--- src/rtl/morra_pkg.sv ---
// morra_pkg -- shared definitions for the morra (rock-paper-scissors) sequencer.
//   stato_t      : sequencer FSM states
//   MOSSA_*      : 2-bit move codes exchanged with the players and the core
//   ESITO_*      : 2-bit round / match result codes returned by the core
//   N_MANCHE_MAX : saturation value of the valid-round counter
package morra_pkg;

  typedef enum logic [2:0] {
    ST_IDLE      = 3'd0,
    ST_CONFIG    = 3'd1,
    ST_ATTESA    = 3'd2,
    ST_GIOCA     = 3'd3,
    ST_RISULTATO = 3'd4,
    ST_FINE      = 3'd5
  } stato_t;

  localparam logic [1:0] MOSSA_NULLA   = 2'b00;
  localparam logic [1:0] MOSSA_SASSO   = 2'b01;
  localparam logic [1:0] MOSSA_CARTA   = 2'b10;
  localparam logic [1:0] MOSSA_FORBICE = 2'b11;

  localparam logic [1:0] ESITO_NESSUNO = 2'b00;
  localparam logic [1:0] ESITO_P1      = 2'b01;
  localparam logic [1:0] ESITO_P2      = 2'b10;
  localparam logic [1:0] ESITO_PARI    = 2'b11;

  localparam logic [4:0] N_MANCHE_MAX = 5'd31;

endpackage

--- src/rtl/contatore_timeout.sv ---
// contatore_timeout -- up-counter with synchronous clear and terminal count.
//   clk       : clock
//   rst_n     : synchronous active-low reset
//   clear     : forces the count back to zero (wins over enable)
//   enable    : advance the count by one per cycle
//   terminale : high while the count equals LIMITE-1
// The count stops at LIMITE-1 so terminale stays asserted until cleared.
module contatore_timeout #(
  parameter int unsigned LIMITE = 16
) (
  input  logic clk,
  input  logic rst_n,
  input  logic clear,
  input  logic enable,
  output logic terminale
);

  localparam int unsigned W = $clog2(LIMITE + 1);
  localparam logic [W-1:0] ULTIMO = W'(LIMITE - 1);

  logic [W-1:0] conta_q, conta_d;

  assign terminale = (conta_q == ULTIMO);

  always_comb begin
    conta_d = conta_q;
    if (clear) begin
      conta_d = '0;
    end else if (enable && !terminale) begin
      conta_d = conta_q + W'(1);
    end
  end

  always_ff @(posedge clk) begin
    if (!rst_n) begin
      conta_q <= '0;
    end else begin
      conta_q <= conta_d;
    end
  end

endmodule

--- src/rtl/sequenziatore_morra.sv ---
// sequenziatore_morra -- sequences a morra match between two players and a game core.
//   clk, rst_n                     : clock, synchronous active-low reset
//   avvio                          : one-cycle pulse, (re)starts a match from any state
//   cfg_extra[3:0]                 : extra games, sent to the core during CONFIG
//   pN_mossa/pN_valid/pN_ready     : move handshake of player N (N = 1, 2)
//   core_primo/core_secondo        : moves (or configuration) driven to the core
//   core_inizio                    : high during the configuration cycle
//   core_manche/core_partita       : round and match result from the core
//   esito_valid/esito_manche       : one-cycle round result report
//   n_manche[4:0]                  : valid rounds played, saturating at 31
//   fine/vincitore/occupato        : match finished, winner code, sequencer busy
module sequenziatore_morra
  import morra_pkg::*;
#(
  parameter int unsigned TIMEOUT_CICLI = 16,
  parameter int unsigned GIOCA_CICLI   = 2
) (
  input  logic       clk,
  input  logic       rst_n,
  input  logic       avvio,
  input  logic [3:0] cfg_extra,
  input  logic [1:0] p1_mossa,
  input  logic       p1_valid,
  output logic       p1_ready,
  input  logic [1:0] p2_mossa,
  input  logic       p2_valid,
  output logic       p2_ready,
  output logic [1:0] core_primo,
  output logic [1:0] core_secondo,
  output logic       core_inizio,
  input  logic [1:0] core_manche,
  input  logic [1:0] core_partita,
  output logic       esito_valid,
  output logic [1:0] esito_manche,
  output logic [4:0] n_manche,
  output logic       fine,
  output logic [1:0] vincitore,
  output logic       occupato
);

  localparam int unsigned GW = $clog2(GIOCA_CICLI + 1);
  localparam logic [GW-1:0] GIOCA_ULT = GW'(GIOCA_CICLI - 1);

  stato_t      stato_q, stato_d;
  logic        cattura1_q, cattura1_d, cattura2_q, cattura2_d;
  logic [1:0]  mossa1_q, mossa1_d, mossa2_q, mossa2_d;
  logic [GW-1:0] gioca_cnt_q, gioca_cnt_d;
  logic [4:0]  n_manche_q, n_manche_d;
  logic [1:0]  vincitore_q, vincitore_d;

  logic pronto1, pronto2, presa1, presa2, entrambe, scaduto, gioca_fine;

  assign pronto1    = (stato_q == ST_ATTESA) && !cattura1_q;
  assign pronto2    = (stato_q == ST_ATTESA) && !cattura2_q;
  assign presa1     = p1_valid && pronto1;
  assign presa2     = p2_valid && pronto2;
  // Both moves available once this cycle's handshakes are taken into account,
  // so the first GIOCA cycle follows the last capture immediately.
  assign entrambe   = (cattura1_q || presa1) && (cattura2_q || presa2);
  assign gioca_fine = (gioca_cnt_q == GIOCA_ULT);

  contatore_timeout #(
    .LIMITE (TIMEOUT_CICLI)
  ) u_timeout (
    .clk       (clk),
    .rst_n     (rst_n),
    .clear     (stato_q != ST_ATTESA),
    .enable    (stato_q == ST_ATTESA),
    .terminale (scaduto)
  );

  // State register and datapath registers
  always_ff @(posedge clk) begin
    if (!rst_n) begin
      stato_q     <= ST_IDLE;
      cattura1_q  <= 1'b0;
      cattura2_q  <= 1'b0;
      mossa1_q    <= MOSSA_NULLA;
      mossa2_q    <= MOSSA_NULLA;
      gioca_cnt_q <= '0;
      n_manche_q  <= '0;
      vincitore_q <= ESITO_NESSUNO;
    end else begin
      stato_q     <= stato_d;
      cattura1_q  <= cattura1_d;
      cattura2_q  <= cattura2_d;
      mossa1_q    <= mossa1_d;
      mossa2_q    <= mossa2_d;
      gioca_cnt_q <= gioca_cnt_d;
      n_manche_q  <= n_manche_d;
      vincitore_q <= vincitore_d;
    end
  end

  // Next-state logic: avvio restarts the match from any state.
  always_comb begin
    stato_d = stato_q;
    if (avvio) begin
      stato_d = ST_CONFIG;
    end else begin
      case (stato_q)
        ST_IDLE:      stato_d = ST_IDLE;
        ST_CONFIG:    stato_d = ST_ATTESA;
        ST_ATTESA:    if (entrambe || scaduto) stato_d = ST_GIOCA;
        ST_GIOCA:     if (gioca_fine) stato_d = ST_RISULTATO;
        ST_RISULTATO: stato_d = (core_partita != ESITO_NESSUNO) ? ST_FINE : ST_ATTESA;
        ST_FINE:      stato_d = ST_FINE;
        default:      stato_d = ST_IDLE;
      endcase
    end
  end

  // Datapath next values
  always_comb begin
    cattura1_d  = cattura1_q;
    cattura2_d  = cattura2_q;
    mossa1_d    = mossa1_q;
    mossa2_d    = mossa2_q;
    gioca_cnt_d = '0;
    n_manche_d  = n_manche_q;
    vincitore_d = vincitore_q;
    if (stato_d == ST_CONFIG) begin
      // Entering (or restarting) configuration drops everything in flight,
      // so CONFIG already shows n_manche = 0.
      cattura1_d  = 1'b0;
      cattura2_d  = 1'b0;
      mossa1_d    = MOSSA_NULLA;
      mossa2_d    = MOSSA_NULLA;
      n_manche_d  = '0;
      vincitore_d = ESITO_NESSUNO;
    end else begin
      case (stato_q)
        ST_ATTESA: begin
          if (presa1) begin
            cattura1_d = 1'b1;
            mossa1_d   = p1_mossa;
          end
          if (presa2) begin
            cattura2_d = 1'b1;
            mossa2_d   = p2_mossa;
          end
          if (scaduto && !entrambe) begin
            if (!cattura1_q && !presa1) mossa1_d = MOSSA_NULLA;
            if (!cattura2_q && !presa2) mossa2_d = MOSSA_NULLA;
          end
        end
        ST_GIOCA: begin
          gioca_cnt_d = gioca_fine ? '0 : gioca_cnt_q + GW'(1);
        end
        ST_RISULTATO: begin
          if (core_manche != ESITO_NESSUNO && n_manche_q != N_MANCHE_MAX) begin
            n_manche_d = n_manche_q + 5'd1;
          end
          if (core_partita != ESITO_NESSUNO) begin
            vincitore_d = core_partita;
          end
          cattura1_d = 1'b0;
          cattura2_d = 1'b0;
          mossa1_d   = MOSSA_NULLA;
          mossa2_d   = MOSSA_NULLA;
        end
        default: ;
      endcase
    end
  end

  // Outputs decoded from the current state
  always_comb begin
    p1_ready     = 1'b0;
    p2_ready     = 1'b0;
    core_primo   = MOSSA_NULLA;
    core_secondo = MOSSA_NULLA;
    core_inizio  = 1'b0;
    esito_valid  = 1'b0;
    esito_manche = ESITO_NESSUNO;
    fine         = 1'b0;
    occupato     = 1'b1;
    case (stato_q)
      ST_IDLE: occupato = 1'b0;
      ST_CONFIG: begin
        core_inizio  = 1'b1;
        core_primo   = cfg_extra[3:2];
        core_secondo = cfg_extra[1:0];
      end
      ST_ATTESA: begin
        p1_ready = pronto1;
        p2_ready = pronto2;
      end
      ST_GIOCA: begin
        core_primo   = mossa1_q;
        core_secondo = mossa2_q;
      end
      ST_RISULTATO: begin
        esito_valid  = 1'b1;
        esito_manche = core_manche;
      end
      ST_FINE: begin
        fine     = 1'b1;
        occupato = 1'b0;
      end
      default: occupato = 1'b0;
    endcase
  end

  assign n_manche  = n_manche_q;
  assign vincitore = vincitore_q;

endmodule

--- config.mk ---
export PLATFORM = sky130hd
export DESIGN_NAME = sequenziatore_morra
export DESIGN_NICKNAME = d
export VERILOG_FILES = /design/src/rtl/morra_pkg.sv /design/src/rtl/contatore_timeout.sv /design/src/rtl/sequenziatore_morra.sv
export SDC_FILE = /design/constraint.sdc
export NUM_CORES = 1
export LEC_CHECK = 0
export ABC_AREA = 1
export CAP_MARGIN = 5
export CORE_UTILIZATION = 48
export CTS_CLUSTER_SIZE = 20
export DETAILED_ROUTE_END_ITERATION = 8
export DONT_BUFFER_PORTS = 1
export SLEW_MARGIN = 20
export SYNTH_ARGS = -nofsm -noshare
export SYNTH_HDL_FRONTEND = slang
export SYNTH_SLANG_ARGS = --single-unit
--- constraint.sdc ---
create_clock -name clk -period 1.9 [get_ports clk]
set_input_delay 0.38 -clock clk [delete_from_list [all_inputs] [get_ports clk]]
set_output_delay 0.38 -clock clk [all_outputs]
set_load 0.05 [all_outputs]
==> summary.md <==
| Metric | Value |
|---|---|
| Leakage power | around 0.00064 uW |
| Sequential area share after synthesis | 36.36% |
| Die area | 2847 um2 |
| Async SR Flop Fraction | 0% |
| Worst path arrival time | 1.43 ns |
| FF-to-FF path depth | 10 |
| Crit-path leading delay family | buffers and inverters |
| CP Launch Point | stato_q[2] |
| Nets | 216 |
| Vias per cell | slightly above 5 |
| Max_cap viols | 0 |
| Critical Path, Cell by Cell | inv_2, nand2_1, nor2_2, inv_2, o21ai_2, buf_12 |
| Multi-input gate area | 683.2 um2 |
| Vias in the first global route | between 900 and 1000 |
| Worst path depth | 6 |
| CTS Sinks | 23 |
| Routed via count | roughly 1100 |
| Chip height | 53.36 um |
| Core Area | 2477 um2 |
| Required time worst endpoint | 1.52 ns |
| Final Hold Vio Count | 0 |
| Clock latency on the worst-skew pair | roughly 0.31 ns |
| First-pass GRT wire length | 4077 um |
| Fmax | 551.8 MHz |
| First-iteration detailed-routing DRC count | 23 |
| Outcome | completed |
| Clock slew at reported path FFs | between 0.1 and 0.15 ns |
| Final wirelength | 2731 um |
| Cell row count | 18 |
| Max clock buf depth | 2 |
| Most numerous cell in the Yosys netlist | nand2_1 |
| DR WL/cell | 12.25 um |
| Reg-to-Reg Start | n_manche[0] |
| Synthesis-stage register bit count | 23 |
| H-tree level count | 1 |
| Slew Limit Fails | 0 |
| Final setup fails | 0 |
| PwrDens | about 540 nW/um2 |
| CTS Hold Bufs | 0 |
| Setup tns final | 0 ns |
| CP max-delay cell | dfxtp_1 |
| Largest net degree at the start of global routing | 16 |
| Initial core utilization | 51.11% |
| Ports | 36 |
| Max VDD drop | 336.7 uV |
| Layout area overhead | 20.06% |
| EDFF count, synth | 0 |
| Die W | 53.36 um |
| Drt drc | 0 |
| Dominant cell type by area after synthesis | dfxtp_1 |
| Top_reg_cell synth | dfxtp_1 |
| Final Hold Slack | 0.1286 ns |
| TritonRoute pass-1 iters | 4 |
| Initial antenna violation count | 0 |
| Final worst path period share | roughly 95% |
| Critical Path End | core_secondo[1] |
| Area share of the largest cell type after synthesis | 36.36% |
| Area after DPL | 1466 um2 |
| Max incr delay on CP | 0.35 ns |
| ANT nets after route | 0 |
| CTS tree | done |
| Grt total ovfl | 0 |
| Worst Hold Class | in2reg |
| WS Path Type | reg2out |
| Mapped cell area | 1266 um2 |
| CP Buf/Inv Count | 3 |
| Syn Inst Count | 175 |
| Port bufs | 0 |
| Average size of a mapped cell | 7.236 um2 |
| Slew margin rel. | 65.69% |
| Fillers | 238 |
| Root Driver | clkbuf_4 |
| Share of post-route cells with drive strength above 1 | between 20 and 25% |
| Final Skew | 0.003783 ns |
| Hpwl dp | ~2100 um |
| Synth top area cells | dfxtp_1 (36%), nand2_1 (9.5%), inv_1 (9.2%) |
| Ys Warns | 0 |
| Post-Layout Inst Area | 1520 um2 |
| Crit. End Element | output pin |
| Placer Congestion | 0.8426 |
| Ant diodes | 0 |
| Worst reg-to-reg setup slack | 0.21 ns |
| Syn nets | 197 |
| Fin crit period | approximately 1.8 ns |
| CP dominant cell by count | inv_2 |
| Synth cell count leaders | nand2_1 (32), inv_1 (31), dfxtp_1 (23), a21oi_1 (12), nor2_1 (12) |
| Slew @ Worst Pin | ~0.51 ns |
| Critical path launch point type | flop |
| Final core utilization | 61.36% |
| CTS Buf Count | 3 |
| Crit-path max FO | 4 |
| GRT Util Overall | 19.85% |
| FF+latch area | 462.9 um2 |
| Synth cell types | 29 |
| Reg2reg end | n_manche[2] |
how the worst min path moves through the flow:
stage | cells after the start | end | from
floorplan | 1 | gioca_cnt_q[0] | gioca_cnt_q[0]
global placement | 1 | gioca_cnt_q[0] | gioca_cnt_q[0]
detailed placement | 1 | gioca_cnt_q[0] | gioca_cnt_q[0]
CTS | 1 | stato_q[2] | avvio
global route | 1 | stato_q[2] | avvio
finish | 1 | stato_q[2] | avvio
placed cells by master (no fill, tap or decap), types with 5 or more instances in the layout:
cell | synthesis | routed
nand2_1 | 32 | 32
inv_1 | 31 | 29
dfxtp_1 | 23 | 21
buf_4 | 0 | 13
a21oi_1 | 12 | 12
nor2_1 | 12 | 11
nand3_1 | 10 | 10
o21ai_1 | 7 | 7
ha_1 | 5 | 5
per-layer routing:
| layer | up-vias | global-route usage [%] | part of all wire, % |
|---|---|---|---|
| li1 | 587 | - | - |
| met1 | 511 | 24.14 | 46 |
| met2 | 29 | 34.38 | 50 |
| met3 | 2 | 4.310 | 3.9 |
| met4 | 0 | 5.702 | 0.55 |
| met5 | - | 0 | 0 |
flip-flops by register name, summed over array words and instances, names as in the netlist:
signal / cells
vincitore: 2
stato_q: 3
cattura1_q: 1
gioca_cnt_q: 2
n_manche: 5
u_timeout.conta_q: 5
mossa2_q: 2
mossa1_q: 2
cattura2_q: 1
kinds of logic after synthesis:
| group | share of synthesized area, % |
|---|---|
| AO/OA/AOI/OAI | 13.74 |
| XOR/XNOR | 2.075 |
| adder cells (fa/ha/maj) | 4.941 |
| buffers and inverters | 11.46 |
| flip-flops | 36.36 |
| AND/OR/NAND/NOR | 31.42 |
area by class of cell:
cell class              instances  share of cell area [%]
multi-input cells             115                   44.94
flip-flops and latches         23                   30.45
well taps                      30                   2.469
clock buffers                   4                   1.728
inverters                      34                   8.724
repair buffers                 17                   11.69
through the flow:
step                      cells  setup WS (ns)  power, uW
after global routing        223       -0.01101      864.6
final                       223        0.08785      828.0
after detailed placement    218         0.2393      607.0
after CTS                   222       -0.03546      830.6
after global placement      218         0.2897      605.0
after floorplan             175        -0.3010      573.2
power breakdown:
group	internal [uW]	switching, uW
clock	81.8	145
sequential	487	4.25
combinational	37.2	72.9
total	606	222
timing repair:
| item | 4_1_cts | 5_1_grt |
|---|---|---|
| setup buffers | 0 | 1 |
| gates resized for setup | 1 | 8 |
| hold endpoints to repair | 0 | 0 |
| setup endpoints to repair | 4 | 4 |
Note: power is estimated with default switching activity, not from simulation.
